**src/rtl/id_pkg.sv**
```systemverilog
// +-----------------------------------------------------------------------------
// | Module  : id_pkg
// | Purpose : ASCII constants, transmit-state and character-kind types for the
// |           identifier emitter.
// | Rev     : 1.0  initial release
// +-----------------------------------------------------------------------------
`default_nettype none

package id_pkg;

   localparam logic [7:0] ORD_A  = 8'd65;
   localparam logic [7:0] ORD_Z  = 8'd90;
   localparam logic [7:0] ORD_a  = 8'd97;
   localparam logic [7:0] ORD_z  = 8'd122;
   localparam logic [7:0] ORD_0  = 8'd48;
   localparam logic [7:0] ORD_9  = 8'd57;
   localparam logic [7:0] ORD_SP = 8'd32;

   typedef enum logic [1:0] {
      IDLE  = 2'd0,
      ALPHA = 2'd1,
      DIGIT = 2'd2,
      TERM  = 2'd3
   } id_tx_state_t;

   typedef enum logic [1:0] {
      CK_LETTER = 2'd0,
      CK_DIGIT  = 2'd1,
      CK_SPACE  = 2'd2
   } id_char_kind_t;

   // Inputs never exceed 31, so one conditional subtract reduces any of them mod 26.
   function automatic logic [4:0] wrap26(input logic [4:0] v);
      return (v >= 5'd26) ? (v - 5'd26) : v;
   endfunction

endpackage

`default_nettype wire

```
**src/rtl/id_char_map.sv**
```systemverilog
// +-----------------------------------------------------------------------------
// | Module  : id_char_map
// | Purpose : Combinational map from {kind, case, letter index / BCD nibble} to
// |           an ASCII byte; holds the 26-wrap and digit-saturate rules.
// | Rev     : 1.0  initial release
// +-----------------------------------------------------------------------------
`default_nettype none

module id_char_map
   import id_pkg::*;
(
   input  id_char_kind_t kind,
   input  logic          upper,
   input  logic [4:0]    val,
   output logic [7:0]    ch
);

   logic [4:0] w_idx;
   logic [7:0] w_base;

   assign w_idx  = wrap26(val);
   assign w_base = upper ? ORD_A : ORD_a;

   always_comb begin
      ch = ORD_SP;
      case (kind)
         CK_LETTER: ch = w_base + {3'b000, w_idx};
         CK_DIGIT:  ch = (val[3:0] > 4'd9) ? ORD_9 : (ORD_0 + {4'b0000, val[3:0]});
         default:   ch = ORD_SP;
      endcase
   end

endmodule

`default_nettype wire

```
**src/rtl/id_emitter.sv**
```systemverilog
// +-----------------------------------------------------------------------------
// | Module  : id_emitter
// | Purpose : Emits a legal identifier (letters then BCD digits, MSD first) one
// |           ASCII char per valid/ready handshake. Define ID_TERM_EN to append
// |           a trailing space terminator.
// | Rev     : 1.0  initial release
// +-----------------------------------------------------------------------------
`default_nettype none

module id_emitter
   import id_pkg::*;
#(
   parameter int MAX_DIG = 8
)(
   input  logic                 clk,
   input  logic                 rst_n,
   input  logic                 start,
   input  logic [3:0]           alpha_len,
   input  logic [4:0]           alpha_seed,
   input  logic                 upper,
   input  logic [3:0]           dig_len,
   input  logic [4*MAX_DIG-1:0] dig_bcd,
   output logic [7:0]           char_out,
   output logic                 char_valid,
   input  logic                 char_ready,
   output logic                 busy,
   output logic                 done
);

   id_tx_state_t         state_q, state_d;
   logic [7:0]           char_q, char_d;
   logic                 valid_q, valid_d;
   logic                 done_q, done_d;
   logic                 upper_q, upper_d;
   logic [3:0]           alen_q, alen_d;
   logic [3:0]           dlen_q, dlen_d;
   logic [4*MAX_DIG-1:0] bcd_q, bcd_d;
   logic [4:0]           idx_q, idx_d;
   logic [3:0]           lcnt_q, lcnt_d;
   logic [3:0]           dcnt_q, dcnt_d;

   logic                 w_xfer;
   logic                 w_last_letter;
   logic                 w_last_digit;
   logic                 w_end;
   logic [3:0]           w_dsel;
   logic [3:0]           w_nib;
   id_char_kind_t        w_map_kind;
   logic                 w_map_upper;
   logic [4:0]           w_map_val;
   logic [7:0]           w_map_ch;

   assign w_xfer        = valid_q & char_ready;
   assign w_last_letter = (lcnt_q == (alen_q - 4'd1));
   assign w_last_digit  = (dcnt_q == 4'd0);

   // The map always looks one char ahead: the byte to load on the next transfer.
   always_comb begin
      w_dsel = (state_q == ALPHA) ? (dlen_q - 4'd1) : (dcnt_q - 4'd1);
      w_nib  = 4'd0;
      for (int i = 0; i < MAX_DIG; i++) begin
         if (w_dsel == 4'(i)) begin
            w_nib = bcd_q[4*i +: 4];
         end
      end
   end

   always_comb begin
      w_map_kind  = CK_SPACE;
      w_map_upper = upper_q;
      w_map_val   = 5'd0;
      case (state_q)
         IDLE: begin
            w_map_kind  = CK_LETTER;
            w_map_upper = upper;
            w_map_val   = alpha_seed;
         end
         ALPHA: begin
            if (!w_last_letter) begin
               w_map_kind = CK_LETTER;
               w_map_val  = idx_q + 5'd1;
            end else if (dlen_q != 4'd0) begin
               w_map_kind = CK_DIGIT;
               w_map_val  = {1'b0, w_nib};
            end
         end
         DIGIT: begin
            if (!w_last_digit) begin
               w_map_kind = CK_DIGIT;
               w_map_val  = {1'b0, w_nib};
            end
         end
         default: w_map_kind = CK_SPACE;
      endcase
   end

   id_char_map u_map (
      .kind  (w_map_kind),
      .upper (w_map_upper),
      .val   (w_map_val),
      .ch    (w_map_ch)
   );

   always_comb begin
      state_d = state_q;
      char_d  = char_q;
      valid_d = valid_q;
      done_d  = 1'b0;
      upper_d = upper_q;
      alen_d  = alen_q;
      dlen_d  = dlen_q;
      bcd_d   = bcd_q;
      idx_d   = idx_q;
      lcnt_d  = lcnt_q;
      dcnt_d  = dcnt_q;
      w_end   = 1'b0;

      case (state_q)
         IDLE: begin
            if (start) begin
               state_d = ALPHA;
               valid_d = 1'b1;
               char_d  = w_map_ch;
               upper_d = upper;
               alen_d  = (alpha_len == 4'd0) ? 4'd1 : alpha_len;
               dlen_d  = (dig_len > 4'(MAX_DIG)) ? 4'(MAX_DIG) : dig_len;
               bcd_d   = dig_bcd;
               idx_d   = wrap26(alpha_seed);
               lcnt_d  = 4'd0;
               dcnt_d  = 4'd0;
            end
         end
         ALPHA: begin
            if (w_xfer) begin
               if (!w_last_letter) begin
                  lcnt_d = lcnt_q + 4'd1;
                  idx_d  = (idx_q == 5'd25) ? 5'd0 : (idx_q + 5'd1);
                  char_d = w_map_ch;
               end else if (dlen_q != 4'd0) begin
                  state_d = DIGIT;
                  dcnt_d  = dlen_q - 4'd1;
                  char_d  = w_map_ch;
               end else begin
                  w_end = 1'b1;
               end
            end
         end
         DIGIT: begin
            if (w_xfer) begin
               if (!w_last_digit) begin
                  dcnt_d = dcnt_q - 4'd1;
                  char_d = w_map_ch;
               end else begin
                  w_end = 1'b1;
               end
            end
         end
         default: begin
            if (w_xfer) begin
               state_d = IDLE;
               valid_d = 1'b0;
               char_d  = 8'h00;
               done_d  = 1'b1;
            end
         end
      endcase

      if (w_end) begin
`ifdef ID_TERM_EN
         state_d = TERM;
         char_d  = ORD_SP;
`else
         state_d = IDLE;
         valid_d = 1'b0;
         char_d  = 8'h00;
         done_d  = 1'b1;
`endif
      end
   end

   always_ff @(posedge clk or negedge rst_n) begin
      if (!rst_n) begin
         state_q <= IDLE;
         char_q  <= 8'h00;
         valid_q <= 1'b0;
         done_q  <= 1'b0;
         upper_q <= 1'b0;
         alen_q  <= 4'd0;
         dlen_q  <= 4'd0;
         bcd_q   <= '0;
         idx_q   <= 5'd0;
         lcnt_q  <= 4'd0;
         dcnt_q  <= 4'd0;
      end else begin
         state_q <= state_d;
         char_q  <= char_d;
         valid_q <= valid_d;
         done_q  <= done_d;
         upper_q <= upper_d;
         alen_q  <= alen_d;
         dlen_q  <= dlen_d;
         bcd_q   <= bcd_d;
         idx_q   <= idx_d;
         lcnt_q  <= lcnt_d;
         dcnt_q  <= dcnt_d;
      end
   end

   assign char_out   = char_q;
   assign char_valid = valid_q;
   assign done       = done_q;
   assign busy       = (state_q != IDLE);

endmodule

`default_nettype wire
```
**config.mk**
```make
export PLATFORM = sky130hd
export DESIGN_NAME = id_emitter
export DESIGN_NICKNAME = d
export VERILOG_FILES = /design/src/rtl/id_pkg.sv /design/src/rtl/id_char_map.sv /design/src/rtl/id_emitter.sv
export SDC_FILE = /design/constraint.sdc
export NUM_CORES = 1
export LEC_CHECK = 0
export BUFFER_PORTS_ARGS = -buffer_cell sky130_fd_sc_hd__buf_2
export CAP_MARGIN = 20
export CORE_ASPECT_RATIO = 1.2
export CORE_MARGIN = 2
export CORE_UTILIZATION = 50
export DETAILED_ROUTE_END_ITERATION = 10
export PLACE_DENSITY = 0.74
export SETUP_SLACK_MARGIN = 0.02
export SYNTH_ARGS = -nofsm -noshare
export SYNTH_HDL_FRONTEND = slang
export SYNTH_HIERARCHICAL = 1
export SYNTH_SLANG_ARGS = --single-unit
```
**constraint.sdc**
```tcl
create_clock -name clk -period 4.8 [get_ports clk]
set_input_delay 0.24 -clock clk [delete_from_list [all_inputs] [get_ports clk]]
set_output_delay 0.24 -clock clk [all_outputs]
set_load 0.005 [all_outputs]
```
Yosys cells after proc, flatten, opt, wreduce, memory -nomap -nowiden
Index checks and enable logic that the tools add are counted.

cells by class
  $add $sub $neg = 9
  multiply operators = 0
  divide/modulo/power cells = 0
  $lt $le $gt $ge = 4
  equality and inequality tests = 28
  shift operators = 0
  multiplexer cells = 69
  bitwise operators = 1
  reductions and logical operators = 18

operators with widths
  cell                 count
  $mux 4               21
  $mux 8               9
  $mux 5               7
  $pmux 8 s3           1
  $mux 2               9
  $eq 4x3->1 const B   4
  $pmux 8 s2           1
  $ne 3x3->1 const B   5
  $pmux 5 s3           1
  $ne 2x2->1 const B   7
  $logic_not 4->1      3
  $mux 1               12
  $pmux 2 s3           2
  $pmux 4 s3           1
  $reduce_and 6->1     2
  $sub 4x1->4 const B  3
  $ge 5x5->1 const B   2
  $pmux 5 s2           1
  $sub 5x5->5 const B  2
  $add 8x5->8          1
  $eq 4x2->1 const B   2
  $gt 4x4->1 const B   2
  $pmux 4 s2           1
  $add 6x4->7 const A  1
  other kinds (23)     29

storage, ports and cells
  register bits = 66
  bits in latches = 0
  RAM bits = 0
  bits in read-only memories = 0
  output and inout bits = 11
  logic and storage cells = 140
  memories = 0

Depth between registers and ports, before layout
Gate-level depths: netlist of run 1.

  depth in word-level cells = 23
  mapped depth = 22
  mapped depth without buffers = 18

Modules after synthesis
Netlist of run 1, hierarchy kept.

by module, submodules not included
  module       times used  cells an instance  area an instance (um^2)  seq. area each (um^2)
  id_emitter   1           404                3,921.3                  1,651.6
  id_char_map  1           58                 379.1                    0.0

Worst setup path after synthesis of run 1
OpenSTA, ideal clock, no wires.

  kind = register -> register
  start point = reg dcnt_q[0]
  end point = reg char_q[4] (netlist: char_out[4])
  arrival = 4,162 ps
  setup slack = 517 ps
  cell stages (with the launch flop) = 22
  path buffers = 3
  period minus slack after synthesis = 4,283 ps
  cells stage by stage = dfrtp_1 buf_2 inv_1 ha_1 clkbuf_1 nor2b_1 nand2_1 a32oi_1 a21o_1 a221oi_1 o21ai_0 inv_1 ha_1 clkbuf_1 a21oi_1 xnor2_1 ha_1 nand2_1 a311oi_1 a41o_1 nor2_1 a22o_1

between the ends
  longest elaborated chain between the ends = 23
  elaborated cells on any way between the ends = 53
  those cells by class = add/sub (4); order compare (2); eq/ne (13); mux (29); reduce/logical (5)

RTL lines
  what                    line               RTL
  from (decl)             id_emitter.sv:40   logic [3:0] dcnt_q, dcnt_d;
  from (signal assigned)  id_emitter.sv:205  dcnt_q <= dcnt_d;
  $sub 4x1->4             id_emitter.sv:59   w_dsel = (state_q == ALPHA) ? (dlen_q - 4'd1) : (dcnt_q - 4'd1);
  $mux 4                  id_emitter.sv:59
  $logic_not 4->1         id_emitter.sv:62   if (w_dsel == 4'(i)) begin
  $mux 4 (8 in a row)     id_emitter.sv:62
  $mux 4                  id_emitter.sv:82   end else if (dlen_q != 4'd0) begin
  $mux 5                  id_emitter.sv:79   if (!w_last_letter) begin
  $pmux 5 s3 *            id_emitter.sv:72   case (state_q)
  named net w_map_val[1]  id_emitter.sv:50   logic [4:0] w_map_val;
  [2 not listed]          -
  $add 8x5->8             id_char_map.sv:27  CK_LETTER: ch = w_base + {3'b000, w_idx};
  $pmux 8 s2 *            id_char_map.sv:26  case (kind)
  named net w_map_ch[4]   id_emitter.sv:51   logic [7:0] w_map_ch;
  $mux 8                  id_emitter.sv:139  end else if (dlen_q != 4'd0) begin
  $mux 8                  id_emitter.sv:135  if (!w_last_letter) begin
  $mux 8                  id_emitter.sv:134  if (w_xfer) begin
  $pmux 8 s3 *            id_emitter.sv:118  case (state_q)
  $mux 8 *                id_emitter.sv:168  if (w_end) begin
  to (signal assigned)    id_emitter.sv:196  char_q <= char_d;
  to (decl)               id_emitter.sv:31   logic [7:0] char_q, char_d;

The timed path passes the listed nets; every way through them passes the cells marked *. The select of a mux whose other input is x is not followed.
A chain may end at the register's enable or synchronous reset.

Worst setup path in the final report of run 1
  start point = reg dlen_q[0]
  end point = reg char_q[4] (netlist: char_out[4])

between the ends
  longest elaborated chain between the ends = 23
  elaborated cells on any way between the ends = 55
  those cells by class = add/sub (4); order compare (2); eq/ne (13); mux (31); reduce/logical (5)

RTL lines
  what                    line               RTL
  from (decl)             id_emitter.sv:36   logic [3:0] dlen_q, dlen_d;
  from (signal assigned)  id_emitter.sv:201  dlen_q <= dlen_d;
  $sub 4x1->4             id_emitter.sv:59
  $mux 4                  id_emitter.sv:59
  $logic_not 4->1         id_emitter.sv:62
  $mux 4 (8 in a row)     id_emitter.sv:62
  $mux 4                  id_emitter.sv:82
  $mux 5                  id_emitter.sv:79
  $pmux 5 s3 *            id_emitter.sv:72
  named net w_map_val[1]  id_emitter.sv:50
  [2 not listed]          -
  $add 8x5->8             id_char_map.sv:27
  $pmux 8 s2 *            id_char_map.sv:26
  named net w_map_ch[4]   id_emitter.sv:51
  $mux 8                  id_emitter.sv:139
  $mux 8                  id_emitter.sv:135
  $mux 8                  id_emitter.sv:134
  $pmux 8 s3 *            id_emitter.sv:118
  $mux 8 *                id_emitter.sv:168

Marks and branches as above.

==> impl_metrics.yaml, run 1 <==
sta:
  hold_viol_final: 0
  setup_viol_count_final: 0
  whs_ps: 47.0
  rsz0062_at_grt: "no"
  period_minus_slack_ps: 4440
  fin_skew_ps: 8.61
  relSlewSlack_pct: 34.3
  period_share_pct: 92.5
  slew_viol_final: 0
  tns_ps: 0
  worst_slew_pin_slew_ps: 982
  clock.fmax_ghz: 0.225
layout:
  drive_above_1_share_pct: 26.5
  layout.nets: 583
  final_cell_area_um2: 4950
  post-route-util_pct: 58.4
  syn_to_final_growth_pct: 15.1
  n_antenna_cell: 0
worst_setup_path:
  cp_max_fo: 13
  cp.required_ps: 5050
  path_class: "register to register"
  worst_ep_arrival_time_ps: 4690
  max_stage_delay_ps: 590
  crit_path_cell_trace: "inv_1 -> ha_1 -> o21ai_0 -> a22oi_1 -> o32ai_1 -> a22oi_1 -> o21ai_0 -> or3b_4 -> a21oi_1 -> xnor2_1 -> ha_1 -> nand2_1 -> a311oi_1 -> a41o_1 -> nor2_1 -> a22o_1"
  setup.worst_path.end_class: "register"
  slowest_stage: "dfrtp_1"
  crit_family: "compound AO/OA/AOI/OAI gates"
  startpoint_type: "register"
  critPathBufInv: 1
clocking:
  cts_tree: "built"
  cts_max_level: 3
  post-cts-setup-buffer-count: 0
  path_clk_slew_ps: 80
  cts_resized: 0
  clock-sinks: 66
  ctsLongestPathBuffers: 2
  cts_buffers: 9
  cts_hold_buf: 0
  clockRootBuffer: "clkbuf_8"
  clock_latency_ps: 360
synth:
  ys.flop_type: "dfrtp_1"
  async_reset_ff_share_pct: 100
  synth_nets: 525
  synth.cell_area_um2: 4300
  yosys_warnings: 6
  ys_ff_latch: 66
  synth_top_area_cell: "dfrtp_1"
  yosys.cell_count.top_type: "dfrtp_1"
  netlist_top_cells_count: "66 x dfrtp_1, 52 x nand2_1, 39 x mux2_2"
  synth_edf_count: 0
  synth.area.top_cells: "dfrtp_1 38%, mux2_2 10%, nand2_1 4.5%, o21ai_0 4.2%, ha_1 3.8%"
  synth_cell_types: 66
  syn_avg_cell_area_um2: 9.31
  syn_inst: 462
  yosys.area.top_type_share_pct: 38.4
  seq_area_frac_synth_pct: 38.4
detailed_routing:
  drt-initial-drc-count: 248
  firstDrtPassIters: 5
  drc_errors: 0
  viasPerCell: 5.90
  wl_per_cell_um: 16.2
  ant_nets: 0
  num_vias: 3789
  routed_wl_mm: 10.4
global_route:
  antenna_found_initial: 0
  track_usage_pct: 23.9
  grt_pass1_wl_mm: 17.6
  grt_pass1_vias: 3695
  grt_max_degree: 67
  grt_remaining_overflow: 0
die:
  start_util_pct: 50.8
  num_io_pins: 61
  rows: 37
  chipWidth_um: 88.7
  dieArea_um2: 9360
  die_y_um: 106
  core_um2: 8470
pwr:
  p_sw_mw: 0.253
  p_leak_nw: 2.23
  power.density_nw_per_um2: 226
  seqPwrFrac_pct: 49.6
  p_sw_share_pct: 22.6
  irDropWorstVdd_uv: 173
  intPower_mw: 0.867
  p_clk_share_pct: 46.8
  combPwrFrac_pct: 3.6
place:
  dpl-instance-area_um2: 4730
  gp_congestion: 0.915
  hpwl_mm: 7.69
  portBuffers: 60
outcome:
  status: "complete, no violations"
worst_hold_path:
  hold_class: "input port to async pin"
flow_run:
  cap_violations: 0
-- state kept, by name, summed over array words and instances, names as in the netlist --
signal	flops
state_q	2
alen_q	4
char_out	8
done	1
dcnt_q	4
lcnt_q	4
idx_q	5
bcd_q	32
dlen_q	4
upper_q	1
char_valid	1
-- final timing paths --
| check | startpoint | to | slack [ps] | cells after the start |
|---|---|---|---|---|
| setup / recovery | dlen_q[0]$_DFFE_PN0P_ | char_out[4]$_DFFE_PN0P_ | 360 | 16 |
| hold / removal | rst_n | alen_q[3]$_DFFE_PN0P_ | 50 | 2 |
| setup reg to reg | dlen_q[0]$_DFFE_PN0P_ | char_out[4]$_DFFE_PN0P_ | 360 | 16 |
| hold reg to reg | char_out[4]$_DFFE_PN0P_ | char_out[4]$_DFFE_PN0P_ | 510 | 1 |
| max in group asynchronous | rst_n | dlen_q[0]$_DFFE_PN0P_ | 4180 | 2 |
| min in group clk | dig_bcd[15] | bcd_q[15]$_DFFE_PN0P_ | 100 | 2 |
-- per-layer routing --
layer / GRT usage (%) / vias to the layer above / wire, µm / share of wire [%]
met2: 37.9 / 121 / 5120 / 49
met1: 32.1 / 1799 / 4490 / 43
met5: 0 / - / 0 / 0
met3: 5.79 / 25 / 562 / 5.4
met4: 7.58 / 0 / 235 / 2.3
li1: - / 1844 / - / -
-- through the flow --
step                setup WS (ps)  power (mW)  cells
global placement              578       0.607    626
detailed placement            435       0.608    626
finish                        361        1.12    642
floorplan                     517       0.572    462
global route                 53.4        1.16    642
CTS                           430        1.13    642
-- final cells by class --
type	instances	area [µm²]
clock buffer	10	128
clock inverter	6	91.3
fill	744	3520
inverter	24	90.1
multi-input combinational	350	2470
sequential	66	1650
tap	117	146
timing repair buffer	69	368
-- power by group through the flow --
stage	sequential, mW	clock (mW)	combinational, mW
after floorplan	0.567	0	0.00551
after global placement	0.567	0	0.0404
after detailed placement	0.567	0	0.0417
after CTS	0.556	0.531	0.0418
after global routing	0.555	0.561	0.0470
final	0.556	0.525	0.0406
-- layout by cell type (no fill, tap or decap), types with 4 or more instances in the layout --
master / count
ha_1: 13
a21o_1: 6
a211oi_1: 7
a32oi_1: 9
nand2b_1: 12
buf_2: 60
nand2_1: 51
nor3_1: 8
o211ai_1: 5
and2_1: 4
a31oi_1: 4
mux2_2: 39
xnor2_1: 13
nand3_1: 13
a221oi_1: 5
o22ai_1: 6
dfrtp_1: 66
xor2_1: 5
o32ai_1: 6
a21oi_1: 19
inv_1: 23
buf_4: 9
clkbuf_8: 9
a22oi_1: 6
nand4_1: 6
a22o_1: 8
nor2b_1: 4
o21ai_0: 36
nor2_1: 18
-- kinds of logic (layout without fill, tap and decap cells) --
group	Yosys count	count (layout)	share of synthesized area (%)
adders and majority gates	13	13	3.78
AOI/OAI and AO/OA	140	140	23.0
xor gates and xnor gates	18	18	3.67
and+or+nand+nor	137	137	16.1
buffers and inverters	46	109	4.13
muxes	42	42	10.9
DFF	66	66	38.4
No activity file was read; power rests on OpenSTA's default activity.
==> inputs of run 2 (changes only) <==
--- a/config.mk
+++ b/config.mk
@@ -5,6 +5,7 @@
 export SDC_FILE = /design/constraint.sdc
 export NUM_CORES = 1
 export LEC_CHECK = 0
+export ABC_AREA = 1
 export BUFFER_PORTS_ARGS = -buffer_cell sky130_fd_sc_hd__buf_2
 export CAP_MARGIN = 20
 export CORE_ASPECT_RATIO = 1.2
==> run 2 against run 1 <==
Effect of this change: cell count is 13% higher; critical path depth rose by 11; fmax increased by 12%; worst setup slack better by 460 ps; cell area decreased by 4.4%; die area shrank 3.2%; utilization about the same; count of clock-buffer cells in the layout unchanged; wire length decreased by 10%; clock skew about the same; sequential share of layout area grew 1.5 points; largest cell class unchanged; largest power group is now combinational cells.
==> impl_metrics.yaml, run 2 <==
worst_setup_path:
  cp.required_ps: 5080
  cp_max_fo: 10
  worst_ep_arrival_time_ps: 4250
  startpoint_type: "register"
  path_class: "register to register"
  setup.worst_path.end_class: "register"
pwr:
  p_clk_share_pct: 12.6
  intPower_mw: 1.75
  seqPwrFrac_pct: 27.9
  p_sw_share_pct: 49.5
  p_leak_nw: 2.55
  p_sw_mw: 1.72
  irDropWorstVdd_uv: 310
  power.density_nw_per_um2: 733
  combPwrFrac_pct: 59.5
layout:
  largest-register: "bcd_q"
  fillerInstances: 796
  layout_common_cells: "197 x nand2_1, 70 x inv_1, 66 x dfrtp_1"
  final-instance-count-excl-fill: 726
  final_common_cell: "nand2_1"
  regArea_um2: 1650
  n_antenna_cell: 0
  multi_input_area_um2: 2150
  layout.nets: 691
  drive_above_1_share_pct: 19.7
  largest_reg_flops: 32
  final_cell_area_um2: 4730
  syn_to_final_growth_pct: 13.8
detailed_routing:
  drt-initial-drc-count: 208
  firstDrtPassIters: 4
  drc_errors: 0
  routed_wl_mm: 9.33
  ant_nets: 0
  viasPerCell: 5.15
  num_vias: 3738
  wl_per_cell_um: 12.9
clocking:
  clockRootBuffer: "clkbuf_8"
  ctsLongestPathBuffers: 2
  path_clk_slew_ps: 70
  cts_tree: "built"
  cts_buffers: 9
  clock_latency_ps: 350
  clock-sinks: 66
  cts_max_level: 3
  post-cts-setup-buffer-count: 0
  cts_hold_buf: 0
  cts_resized: 0
die:
  die_y_um: 104
  chipWidth_um: 87.2
  core_um2: 8110
  rows: 36
  dieArea_um2: 9060
  start_util_pct: 51.3
  num_io_pins: 61
place:
  gp_congestion: 0.854
  portBuffers: 60
  dpl.cell_count: 711
  dpl-instance-area_um2: 4530
  pre_cts_ws_ps: 861
  hpwl_mm: 7.01
synth:
  seq_area_frac_synth_pct: 39.7
  synth.area.top_cells: "dfrtp_1 40%, nand2_1 18%, inv_1 6.3%, o21ai_0 4.7%, nand3_1 4.1%"
  synth.cell_area_um2: 4160
  synth_cell_types: 41
  syn_avg_cell_area_um2: 7.35
  synth_edf_count: 0
  synth_nets: 629
  netlist_top_cells_count: "197 x nand2_1, 70 x inv_1, 66 x dfrtp_1"
  yosys.cell_count.top_type: "nand2_1"
  ys_ff_latch: 66
  yosys_warnings: 6
  yosys.area.top_type_share_pct: 39.7
  syn_inst: 566
  ys.flop_type: "dfrtp_1"
  synth_top_area_cell: "dfrtp_1"
  async_reset_ff_share_pct: 100
sta:
  hold_viol_final: 0
  finalWorstSetupSlack_ps: 824
  period_minus_slack_ps: 3980
  relSlewSlack_pct: 43.6
  clock.fmax_ghz: 0.251
  setup_viol_count_final: 0
  worst_slew_pin_slew_ps: 846
  whs_ps: 77.0
  slew_viol_final: 0
  rsz0062_at_grt: "no"
  tns_ps: 0
  fin_skew_ps: 8.24
  period_share_pct: 82.8
global_route:
  grt_remaining_overflow: 0
  antenna_found_initial: 1
  grt_max_degree: 67
  grt_pass1_vias: 3671
  grt_pass1_wl_mm: 16.2
  track_usage_pct: 22.3
flow_run:
  cap_violations: 0
worst_hold_path:
  hold_class: "input port to async pin"
outcome:
  status: "complete, no violations"
==> run 2: cell types whose count changed after synthesis, sizes merged, moves of 9 or more <==
cell    before  now
nand2b      12    0
o21ai       36   54
nand2       52  207
a32oi        9    0
mux2        39    0
nand3       14   41
nor2        18   37
xnor2       13    2
inv         23   76
==> run 2: power by group through the flow <==
stage / clock (mW) / combinational [mW] / sequential, mW
after detailed placement: 0 / 2.05 / 0.977
after global placement: 0 / 2.00 / 0.967
after global routing: 0.472 / 2.36 / 0.995
final: 0.437 / 2.07 / 0.967
after CTS: 0.449 / 2.06 / 0.968
after floorplan: 0 / 1.64 / 0.931
==> run 2: routing by layer <==
metal  global-route usage (%)  vias up  share of wire [%]  wire length (µm)
li1                         -     1915                  -                 -
met1                     27.9     1728                 45              4160
met2                     37.3       73                 49              4580
met3                     3.89       20                3.6               334
met4                     9.45        2                2.5               237
met5                        0        -               0.18                17
==> run 2: final cells by class <==
cell class,count,area share (%)
Clock inverter,4,0.952
Timing Repair Buffer,64,7.40
Multi-Input combinational cell,411,45.5
Clock buffer,10,2.70
Sequential cell,66,34.9
Inverter,76,6.08
Tap cell,95,2.51
==> run 2: logic make-up (layout without fill, tap and decap cells) <==
group	count (synthesis)	after routing	synth area share [%]
adders and majority gates	13	13	3.91
buffers and inverters	89	154	8.55
and+or+nand+nor	299	299	33.0
AOI/OAI and AO/OA	88	88	12.5
DFF	66	66	39.7
xor gates and xnor gates	11	11	2.32
==> run 2: final timing paths <==
path / slack (ps) / from / endpoint / cells past startpoint
worst max-delay path: 820 / state_q[1]$_DFFE_PN0P_ / char_out[4]$_DFFE_PN0P_ / 27
worst min-delay path: 80 / rst_n / alen_q[3]$_DFFE_PN0P_ / 2
worst max register to register: 820 / state_q[1]$_DFFE_PN0P_ / char_out[4]$_DFFE_PN0P_ / 27
worst min register to register: 480 / bcd_q[9]$_DFFE_PN0P_ / bcd_q[9]$_DFFE_PN0P_ / 2
max in group asynchronous: 4170 / rst_n / bcd_q[30]$_DFFE_PN0P_ / 2
min in group clk: 80 / dig_bcd[28] / bcd_q[28]$_DFFE_PN0P_ / 3
==> run 2: worst max-delay path, cell delays in order (launching register included) <==
cell and delay, ps:
dfrtp_1 420, inv_1 90, ha_1 420, inv_4 130
nor2_4 150, nor2_1 80, nor2_1 150, nor3b_2 340
nor2_1 90, nand4_1 100, nand2_1 50, nand2_1 50
nand2_1 50, a21oi_1 210, inv_1 140, ha_1 200
inv_1 110, nand3_1 120, nand3_1 150, nand2_1 100
ha_1 220, nand3_2 110, nor2_2 50, nor2_1 80
nand2_1 50, nand2_1 50, nand2_1 60, o21ai_2 130
==> run 2: stage by stage <==
stage	utilization, %	power (mW)
floorplan	-	2.57
global placement	55.9	2.96
detailed placement	55.9	3.02
CTS	58.0	3.47
global route	58.4	3.82
finish	58.4	3.47
==> inputs of run 3 (changes only) <==
--- a/config.mk
+++ b/config.mk
@@ -5,14 +5,14 @@
 export SDC_FILE = /design/constraint.sdc
 export NUM_CORES = 1
 export LEC_CHECK = 0
-export ABC_AREA = 1
+export ABC_AREA = 0
 export BUFFER_PORTS_ARGS = -buffer_cell sky130_fd_sc_hd__buf_2
 export CAP_MARGIN = 20
 export CORE_ASPECT_RATIO = 1.2
 export CORE_MARGIN = 2
 export CORE_UTILIZATION = 50
 export DETAILED_ROUTE_END_ITERATION = 10
-export PLACE_DENSITY = 0.74
+export PLACE_DENSITY = 0.77
 export SETUP_SLACK_MARGIN = 0.02
 export SYNTH_ARGS = -nofsm -noshare
 export SYNTH_HDL_FRONTEND = slang
==> constraint.sdc (replaced) <==
create_clock -name clk -period 3.35 [get_ports clk]
set_input_delay 0.1675 -clock clk [delete_from_list [all_inputs] [get_ports clk]]
set_output_delay 0.1675 -clock clk [all_outputs]
set_load 0.005 [all_outputs]
==> run 3 against run 2 <==
Effect of this change: the flow now finishes with violations (negative setup slack); sequential share of layout area is 7.3 points lower; sequential power fell by 18%; utilization rose by 12 points; critical path type unchanged; highest routed layer is now met4; critical endpoint unchanged; wire length rose by 36%; non-clock buffer count grew 84; fmax rose by 7.8%; cell area is 26% higher.
==> impl_metrics.yaml, run 3 (synthesis results as in run 1) <==
pwr:
  p_leak_nw: 2.71
  intPower_mw: 1.25
  p_sw_mw: 0.381
  seqPwrFrac_pct: 48.8
  irDropWorstVdd_uv: 244
  power.density_nw_per_um2: 272
  p_clk_share_pct: 47.3
  p_sw_share_pct: 23.4
  combPwrFrac_pct: 3.9
detailed_routing:
  wl_per_cell_um: 17.5
  dr_wl_met3_um: 618
  drc_errors: 0
  viasPerCell: 6.03
  routed_wl_mm: 12.6
  firstDrtPassIters: 5
  met1_length_mm: 4.98
  ant_nets: 0
  top_layer: "met4"
  num_vias: 4347
  drt-initial-drc-count: 288
  met2_length_mm: 6.42
worst_setup_path:
  startpoint_type: "register"
  path_class: "register to register"
  cp.required_ps: 3610
  crit_path_cell_trace: "inv_2 -> ha_4 -> buf_6 -> buf_4 -> buf_4 -> a211oi_1 -> a211oi_1 -> a221oi_1 -> o21ai_1 -> or3b_4 -> a21oi_2 -> xnor2_1 -> ha_2 -> nand2_1 -> a311oi_2 -> a41o_1 -> nor2_1 -> a22o_1"
  crit_family: "compound AO/OA/AOI/OAI gates"
  max_stage_delay_ps: 430
  slowest_stage: "or3b_4"
  setup.worst_path.end_class: "register"
  cp_max_fo: 10
  critPathBufInv: 4
  worst_ep_arrival_time_ps: 3950
sta:
  rsz0062_at_grt: "yes"
  worst_slew_pin_slew_ps: 792
  period_minus_slack_ps: 3690
  slew_viol_final: 0
  tns_ps: -933
  hold_viol_final: 0
  relSlewSlack_pct: 46.6
  period_share_pct: 110
  clock.fmax_ghz: 0.271
  fin_skew_ps: 7.96
  finalWorstSetupSlack_ps: -338
  setup_viol_count_final: 6
die:
  die_y_um: 106
  core_um2: 8470
  chipWidth_um: 88.7
  start_util_pct: 50.8
  num_io_pins: 61
  dieArea_um2: 9360
  rows: 37
layout:
  layout_common_cells: "79 x buf_4, 65 x dfrtp_1, 60 x buf_2"
  layout.nets: 662
  fillerInstances: 600
  largest-register: "bcd_q"
  final_common_cell: "buf_4"
  syn_to_final_growth_pct: 39.1
  n_antenna_cell: 0
  drive_above_1_share_pct: 45.5
  largest_reg_flops: 32
global_route:
  grt_pass1_vias: 4404
  grt_remaining_overflow: 0
  grt_max_degree: 46
  antenna_found_initial: 0
  track_usage_pct: 27.2
  grt_pass1_wl_mm: 19.9
clocking:
  cts_tree: "built"
  cts_max_level: 3
  clockRootBuffer: "clkbuf_8"
  clock-sinks: 66
  clock_latency_ps: 370
  cts_buffers: 9
  path_clk_slew_ps: 80
  ctsLongestPathBuffers: 2
outcome:
  status: "complete, but fails checks"
  violations: "negative setup slack"
flow_run:
  cap_violations: 0
place:
  pre_cts_ws_ps: -283
  portBuffers: 60
  gp_congestion: 0.922
  hpwl_mm: 8.68
worst_hold_path:
  hold_class: "input port to register"
[run 3: cell types whose count changed in the layout (fill, tap and decap cells not counted), moves of 14 or more]
cell	change
nand2_1	-148
nor2_1	-14
nand3_1	-22
inv_1	-53
buf_4	+76
mux2_2	+39
[run 3: area by class of cell]
type	instances	area, µm²	share of cell area [%]
Multi-Input combinational cell	350	2850	47.7
Sequential cell	66	1650	27.6
Timing Repair Buffer	148	1000	16.8
Tap cell	117	146	2.45
Clock buffer	9	124	2.07
Clock inverter	7	103	1.71
Inverter	24	101	1.69
[run 3: what timing repair did]
item	in CTS	in global routing
hold buffers	0	1
hold endpoints to repair	0	44
setup endpoints to repair	5	8
setup buffers	16	11
gates resized for setup	25	38
pin swaps	17	26
[run 3: power by group through the flow]
stage          registers (mW)  clock network (mW)  logic [mW]
6_report                0.796               0.770      0.0636
5_1_grt                 0.796               0.817      0.0716
4_1_cts                 0.796               0.780      0.0611
3_5_place_dp            0.812                   0      0.0607
3_3_place_gp            0.812                   0      0.0587
2_1_floorplan           0.812                   0     0.00789
[run 3: final timing paths]
path                                           end                     from  cells past startpoint  slack [ps]
min in group asynchronous    lcnt_q[2]$_DFFE_PN0P_                    rst_n                      2         190
setup reg to reg           char_out[4]$_DFFE_PN0P_   state_q[1]$_DFFE_PN0P_                     18        -340
hold reg to reg            char_out[1]$_DFFE_PN0P_  char_out[1]$_DFFE_PN0P_                      1         500
hold / removal               bcd_q[13]$_DFFE_PN0P_              dig_bcd[13]                      2          30
setup / recovery           char_out[4]$_DFFE_PN0P_   state_q[1]$_DFFE_PN0P_                     18        -340
max in group asynchronous    bcd_q[28]$_DFFE_PN0P_                    rst_n                      3        2590
[run 3: per-layer routing]
layer,up-vias,global-route usage (%)
met2,175,44.8
met3,57,4.46
li1,1991,-
met1,2124,31.5
met5,-,0
met4,0,18.4
[run 3: stage by stage]
| step | power (mW) | hold slack, ps | util, % | std cells | cell area, µm² |
|---|---|---|---|---|---|
| 2_1_floorplan | 0.820 | -128 | - | 462 | 4490 |
| 3_3_place_gp | 0.870 | 396 | 62.1 | 678 | 5270 |
| 3_5_place_dp | 0.872 | 403 | 62.1 | 678 | 5270 |
| 4_1_cts | 1.64 | 22.0 | 67.8 | 710 | 5740 |
| 5_1_grt | 1.68 | 22.5 | 70.6 | 721 | 5980 |
| 6_report | 1.63 | 28.5 | 70.6 | 721 | 5980 |
